File: src/rtl/axi_rab_pkg.sv
// axi_rab_pkg: shared RAB response codes and R-channel sender state.
// Imported by axi4_rrch_err_sender.
package axi_rab_pkg;

  localparam logic [1:0] RESP_SLVERR = 2'b10;
  localparam logic [1:0] RESP_DECERR = 2'b11;

  typedef enum logic {
    PASS   = 1'b0,
    INJECT = 1'b1
  } rrch_state_e;

  function automatic logic [1:0] err_resp(input logic decerr);
    return decerr ? RESP_DECERR : RESP_SLVERR;
  endfunction

endpackage

File: src/rtl/axi4_rrch_drop_fifo.sv
// axi4_rrch_drop_fifo: synchronous FIFO holding dropped read transactions.
// Readiness comes from registered occupancy, so a full queue refuses a push even while popping.
module axi4_rrch_drop_fifo #(
  parameter int unsigned WIDTH = 13,
  parameter int unsigned DEPTH = 4
) (
  input  logic             clk,
  input  logic             rst,
  input  logic             in_valid,
  output logic             in_ready,
  input  logic [WIDTH-1:0] in_data,
  output logic             out_valid,
  input  logic             out_ready,
  output logic [WIDTH-1:0] out_data
);

  localparam int unsigned AW = $clog2(DEPTH);
  localparam logic [AW:0] FULL = (AW+1)'(DEPTH);

  logic [WIDTH-1:0] mem_q [DEPTH];
  logic [AW-1:0]    wr_ptr_q, wr_ptr_d;
  logic [AW-1:0]    rd_ptr_q, rd_ptr_d;
  logic [AW:0]      cnt_q, cnt_d;
  logic             push, pop;

  always_comb begin
    in_ready  = (cnt_q != FULL);
    out_valid = (cnt_q != '0);
    out_data  = mem_q[rd_ptr_q];
    push      = in_valid && in_ready;
    pop       = out_valid && out_ready;
    wr_ptr_d  = wr_ptr_q;
    rd_ptr_d  = rd_ptr_q;
    cnt_d     = cnt_q;
    if (push) begin
      wr_ptr_d = wr_ptr_q + AW'(1);
    end
    if (pop) begin
      rd_ptr_d = rd_ptr_q + AW'(1);
    end
    unique case ({push, pop})
      2'b10:   cnt_d = cnt_q + (AW+1)'(1);
      2'b01:   cnt_d = cnt_q - (AW+1)'(1);
      default: cnt_d = cnt_q;
    endcase
  end

  always_ff @(posedge clk) begin
    if (rst) begin
      wr_ptr_q <= '0;
      rd_ptr_q <= '0;
      cnt_q    <= '0;
    end else begin
      wr_ptr_q <= wr_ptr_d;
      rd_ptr_q <= rd_ptr_d;
      cnt_q    <= cnt_d;
    end
  end

  always_ff @(posedge clk) begin
    if (push) begin
      mem_q[wr_ptr_q] <= in_data;
    end
  end

endmodule

File: src/rtl/axi4_rrch_err_sender.sv
// axi4_rrch_err_sender: forwards master R beats, injects error bursts for dropped reads.
// Optional completed-burst counter port enabled by AXI4_RRCH_DROP_CNT_EN.
module axi4_rrch_err_sender
  import axi_rab_pkg::*;
#(
  parameter int unsigned C_AXI_DATA_WIDTH  = 32,
  parameter int unsigned C_AXI_ID_WIDTH    = 4,
  parameter int unsigned C_AXI_USER_WIDTH  = 4,
  parameter int unsigned C_DROP_FIFO_DEPTH = 4
) (
  input  logic                        axi4_aclk,
  input  logic                        axi4_arst,
  input  logic                        trans_drop,
  output logic                        trans_drop_ready,
  input  logic [C_AXI_ID_WIDTH-1:0]   trans_id,
  input  logic [7:0]                  trans_len,
  input  logic                        trans_decerr,
  output logic [C_AXI_ID_WIDTH-1:0]   s_axi4_rid,
  output logic [1:0]                  s_axi4_rresp,
  output logic [C_AXI_DATA_WIDTH-1:0] s_axi4_rdata,
  output logic                        s_axi4_rlast,
  output logic [C_AXI_USER_WIDTH-1:0] s_axi4_ruser,
  output logic                        s_axi4_rvalid,
  input  logic                        s_axi4_rready,
  input  logic [C_AXI_ID_WIDTH-1:0]   m_axi4_rid,
  input  logic [1:0]                  m_axi4_rresp,
  input  logic [C_AXI_DATA_WIDTH-1:0] m_axi4_rdata,
  input  logic                        m_axi4_rlast,
  input  logic [C_AXI_USER_WIDTH-1:0] m_axi4_ruser,
  input  logic                        m_axi4_rvalid,
  output logic                        m_axi4_rready
`ifdef AXI4_RRCH_DROP_CNT_EN
  ,
  output logic [31:0]                 drop_cnt
`endif
);

  localparam int unsigned FW = C_AXI_ID_WIDTH + 9;

  rrch_state_e               state_q, state_d;
  logic [7:0]                beat_cnt_q, beat_cnt_d;
  logic                      mid_burst_q, mid_burst_d;
  logic [FW-1:0]             push_data, head_data;
  logic                      head_valid;
  logic [C_AXI_ID_WIDTH-1:0] head_id;
  logic [7:0]                head_len;
  logic                      head_decerr;
  logic                      fwd_acc, inj_acc, inj_last;

  assign push_data = {trans_id, trans_len, trans_decerr};
  assign {head_id, head_len, head_decerr} = head_data;

  axi4_rrch_drop_fifo #(
    .WIDTH (FW),
    .DEPTH (C_DROP_FIFO_DEPTH)
  ) u_drop_fifo (
    .clk       (axi4_aclk),
    .rst       (axi4_arst),
    .in_valid  (trans_drop),
    .in_ready  (trans_drop_ready),
    .in_data   (push_data),
    .out_valid (head_valid),
    .out_ready (inj_last),
    .out_data  (head_data)
  );

  always_comb begin
    s_axi4_rid    = m_axi4_rid;
    s_axi4_rresp  = m_axi4_rresp;
    s_axi4_rdata  = m_axi4_rdata;
    s_axi4_rlast  = m_axi4_rlast;
    s_axi4_ruser  = m_axi4_ruser;
    s_axi4_rvalid = m_axi4_rvalid;
    m_axi4_rready = s_axi4_rready;
    if (state_q == INJECT) begin
      s_axi4_rid    = head_id;
      s_axi4_rresp  = err_resp(head_decerr);
      s_axi4_rdata  = '0;
      s_axi4_rlast  = (beat_cnt_q == head_len);
      s_axi4_ruser  = '0;
      s_axi4_rvalid = 1'b1;
      m_axi4_rready = 1'b0;
    end
  end

  always_comb begin
    fwd_acc     = (state_q == PASS) && m_axi4_rvalid && s_axi4_rready;
    inj_acc     = (state_q == INJECT) && s_axi4_rready;
    inj_last    = inj_acc && (beat_cnt_q == head_len);
    state_d     = state_q;
    beat_cnt_d  = beat_cnt_q;
    mid_burst_d = mid_burst_q;
    if (fwd_acc) begin
      mid_burst_d = !m_axi4_rlast;
    end
    unique case (state_q)
      PASS: begin
        // A burst opened in this very cycle also blocks injection.
        if (head_valid && !mid_burst_q && !(fwd_acc && !m_axi4_rlast)) begin
          state_d = INJECT;
        end
      end
      INJECT: begin
        if (inj_last) begin
          state_d    = PASS;
          beat_cnt_d = '0;
        end else if (inj_acc) begin
          beat_cnt_d = beat_cnt_q + 8'd1;
        end
      end
      default: state_d = PASS;
    endcase
  end

`ifdef AXI4_RRCH_DROP_CNT_EN
  logic [31:0] drop_cnt_q, drop_cnt_d;

  always_comb begin
    drop_cnt_d = drop_cnt_q;
    if (inj_last && (drop_cnt_q != 32'hFFFF_FFFF)) begin
      drop_cnt_d = drop_cnt_q + 32'd1;
    end
  end

  assign drop_cnt = drop_cnt_q;

  always_ff @(posedge axi4_aclk) begin
    if (axi4_arst) begin
      drop_cnt_q <= '0;
    end else begin
      drop_cnt_q <= drop_cnt_d;
    end
  end
`endif

  always_ff @(posedge axi4_aclk) begin
    if (axi4_arst) begin
      state_q     <= PASS;
      beat_cnt_q  <= '0;
      mid_burst_q <= 1'b0;
    end else begin
      state_q     <= state_d;
      beat_cnt_q  <= beat_cnt_d;
      mid_burst_q <= mid_burst_d;
    end
  end

endmodule
File: config.mk
export PLATFORM = sky130hd
export DESIGN_NAME = axi4_rrch_err_sender
export DESIGN_NICKNAME = d
export VERILOG_FILES = /design/src/rtl/axi_rab_pkg.sv /design/src/rtl/axi4_rrch_drop_fifo.sv /design/src/rtl/axi4_rrch_err_sender.sv
export SDC_FILE = /design/constraint.sdc
export NUM_CORES = 1
export LEC_CHECK = 0
export ABC_CLOCK_PERIOD_IN_PS = 5500
export CORE_UTILIZATION = 50
export DETAILED_ROUTE_END_ITERATION = 10
export MAX_ROUTING_LAYER = met4
export PLACE_DENSITY = 0.94
export SYNTH_ARGS = -nofsm -noshare
export SYNTH_HDL_FRONTEND = slang
export SYNTH_SLANG_ARGS = --single-unit
File: constraint.sdc
create_clock -name axi4_aclk -period 5.5 [get_ports axi4_aclk]
set_input_delay 0.55 -clock axi4_aclk [delete_from_list [all_inputs] [get_ports axi4_aclk]]
set_output_delay 0.55 -clock axi4_aclk [all_outputs]
set_load 0.05 [all_outputs]
==> qor.csv <==
metric,value,unit
status,"finished, final reports clean",
count of flip-flops with a built-in enable after synthesis,52,
gr ovfl total,0,
dpl hpwl,4.73,mm
"Largest stage delay, worst path",0.80,ns
final hold slack,0.510,ns
finished layout cell area,4560,µm²
post-synthesis sequential area ratio,0.591,
placed inst area,4380,µm²
FILL cells,426,
Setup Buffers After CTS,0,
Rel. slew slack,0.511,
fin crit share,0.787,
PD cells,294,nW/µm²
min-delay worst type,register to register,
Num CTS Buffers,9,
ratio of cells with drive above 1 in the final layout,0.0901,
Pleak,1.58,nW
max-cap violations,0,
area used by multi-input combinational logic,1250,µm²
Startpoint Class,register,
Reg area,1940,µm²
Post-synth top cells,"52 x edfxtp_1, 37 x nor2b_1, 19 x dfxtp_1, 10 x nor2_1",
"Hold-fix buffers, CTS",0,
final setup vio count,0,
Final #Nets,407,
post_cts resized,0,
CP Cell Sequence,mux4_1 -> xnor2_1 -> nand4_2 -> nor2_1 -> mux2_2 -> clkdlybuf4s50_1,
syn_area_per_cell,14.2,µm²
total clock sinks,71,
Worst Path Required,4.95,ns
first-pass GRT wire length,10.8,mm
max-slew violations,0,
Worst-path clk slew,0.07,ns
initial antenna violation count,0,
post-synth top area share,0.475,
syn nets,299,
diodes inserted,0,
Longest Clk Path Bufs,2,
"Cell Area, Synth",3280,µm²
IO Pins,107,
Routed Wire Length,6.87,mm
CP arrival,3.78,ns
top_reg_cell synth,edfxtp_1,
CTS tree,done,
final hold violations,0,
H-tree levels,3,
CP Buf/Inv Count,1,
Worst-Skew Late Latency,0.34,ns
Total Power,1.34,mW
Ys Warns,0,
routed length per instance,16.3,µm
row count,29,
Clock Tree Root,clkbuf_8,
maximum vdd ir drop,0.189,mV
I/O Buffers,106,
DR pass1 iterations,4,
CP Class,register to output pin,
largest net degree at the start of global routing,49,
total number of vias,2233,
core footprint,6350,µm²
starting DRC count in detailed routing,153,
CP top delay family,multiplexers,
Max Clk Rate,231,MHz
Post-route DRC,0,
"area leader, netlist",edfxtp_1,
Setup TNS,0,ns
post-route ant nets,0,
Synth Register Bits,71,
fin crit period,4.33,ns
vias per cell,5.30,
RSZ-0062 raised after global routing,no,
slowest library cell on the worst path,clkdlybuf4s50_1,
top-count cell post-synth,edfxtp_1,
ys async rst share,0,
gpl congestion,0.779,
area of the die,6900,µm²
Synth area leaders,"edfxtp_1 48%, dfxtp_1 12%, nor2b_1 7.0%",
final clock skew,0.00755,ns
Worst Max-Slew Pin Slew,0.733,ns
Netlist cell types,35,
overall die height,83.1,µm
CP Capture Type,output pin,
Area Overhead vs Synth,38.8,%
Total GRT Usage,0.215,
Chip Width,83.1,µm
Initial Util,0.517,
crit path max fanout,13,
Synth Instances,231,
vias in the first global route,2131,
==> registers in the layout (all words and copies together), names as in the netlist, named ones only <==
register	count
beat_cnt_q	8
mid_burst_q	1
state_q	1
u_drop_fifo.cnt_q	3
u_drop_fifo.mem_q	52
u_drop_fifo.rd_ptr_q	2
u_drop_fifo.wr_ptr_q	2
==> through the flow <==
| step | utilization | setup slack, ns | std cells |
|---|---|---|---|
| floorplan | - | 2.61 | 231 |
| global placement | 0.690 | 1.58 | 405 |
| detailed placement | 0.690 | 1.55 | 405 |
| CTS | 0.718 | 1.10 | 421 |
| global route | 0.718 | 0.912 | 421 |
| finish | 0.718 | 1.17 | 421 |
==> final timing paths <==
| check | from | to | slack (ns) | cells after the start |
|---|---|---|---|---|
| max | register | s_axi4_rlast | 1.17 | 6 |
| min | u_drop_fifo.cnt_q[2]$_SDFFE_PP0P_ | u_drop_fifo.cnt_q[2]$_SDFFE_PP0P_ | 0.51 | 2 |
| max reg2reg | register | u_drop_fifo.cnt_q[2]$_SDFFE_PP0P_ | 2.00 | 10 |
| min reg2reg | u_drop_fifo.cnt_q[2]$_SDFFE_PP0P_ | u_drop_fifo.cnt_q[2]$_SDFFE_PP0P_ | 0.51 | 2 |
==> worst min-delay path, delay by kind of cell, from the launching register on <==
| family | cells | cell delay, ns |
|---|---|---|
| DFF | 1 | 0.33 |
| AOI/OAI and AO/OA | 2 | 0.14 |
==> per-layer routing <==
metal | up-vias | part of all wire | GRT usage
met5 | - | 0 | -
met4 | 0 | 0.025 | 0.108
met3 | 16 | 0.077 | 0.0567
met2 | 117 | 0.49 | 0.347
met1 | 1032 | 0.41 | 0.249
li1 | 1068 | - | -
==> placed cells by master (no fill, tap or decap), types with 3 or more instances in the layout <==
cell type / Yosys / layout
a211oi_1: 8 / 8
a21oi_1: 8 / 8
and3_1: 5 / 5
clkbuf_8: 1 / 9
clkdlybuf4s50_1: 0 / 106
clkinv_1: 0 / 3
dfxtp_1: 19 / 19
edfxtp_1: 52 / 52
ha_1: 6 / 6
inv_1: 6 / 6
mux2_2: 6 / 6
mux4_1: 8 / 8
mux4_2: 5 / 5
nand2_1: 8 / 8
nand3_1: 5 / 5
nor2_1: 10 / 10
nor2b_1: 37 / 37
o21ai_0: 3 / 3
xnor2_1: 7 / 7
xor2_1: 8 / 8
==> where the power goes <==
part,internal (mW),total (mW),switching [mW]
combinational,0.136,0.345,0.210
clock,0.203,0.386,0.183
sequential,0.599,0.608,0.00912
total,0.938,1.34,0.402
==> cell type report <==
type                       instances  area share
timing repair buffer             107       0.234
clock inverter                     6      0.0113
tap                               77      0.0211
inverter                           6     0.00494
multi-input combinational        144       0.274
sequential                        71       0.426
clock buffer                      10      0.0280
==> kinds of logic after synthesis <==
kind of cell | share of synthesized area
compound gates | 0.0419
xor+xnor | 0.0499
fa+ha+maj | 0.0290
buf+inv | 0.0282
flops | 0.591
mux | 0.119
simple gates | 0.141
No activity file was read; power rests on OpenSTA's default activity.
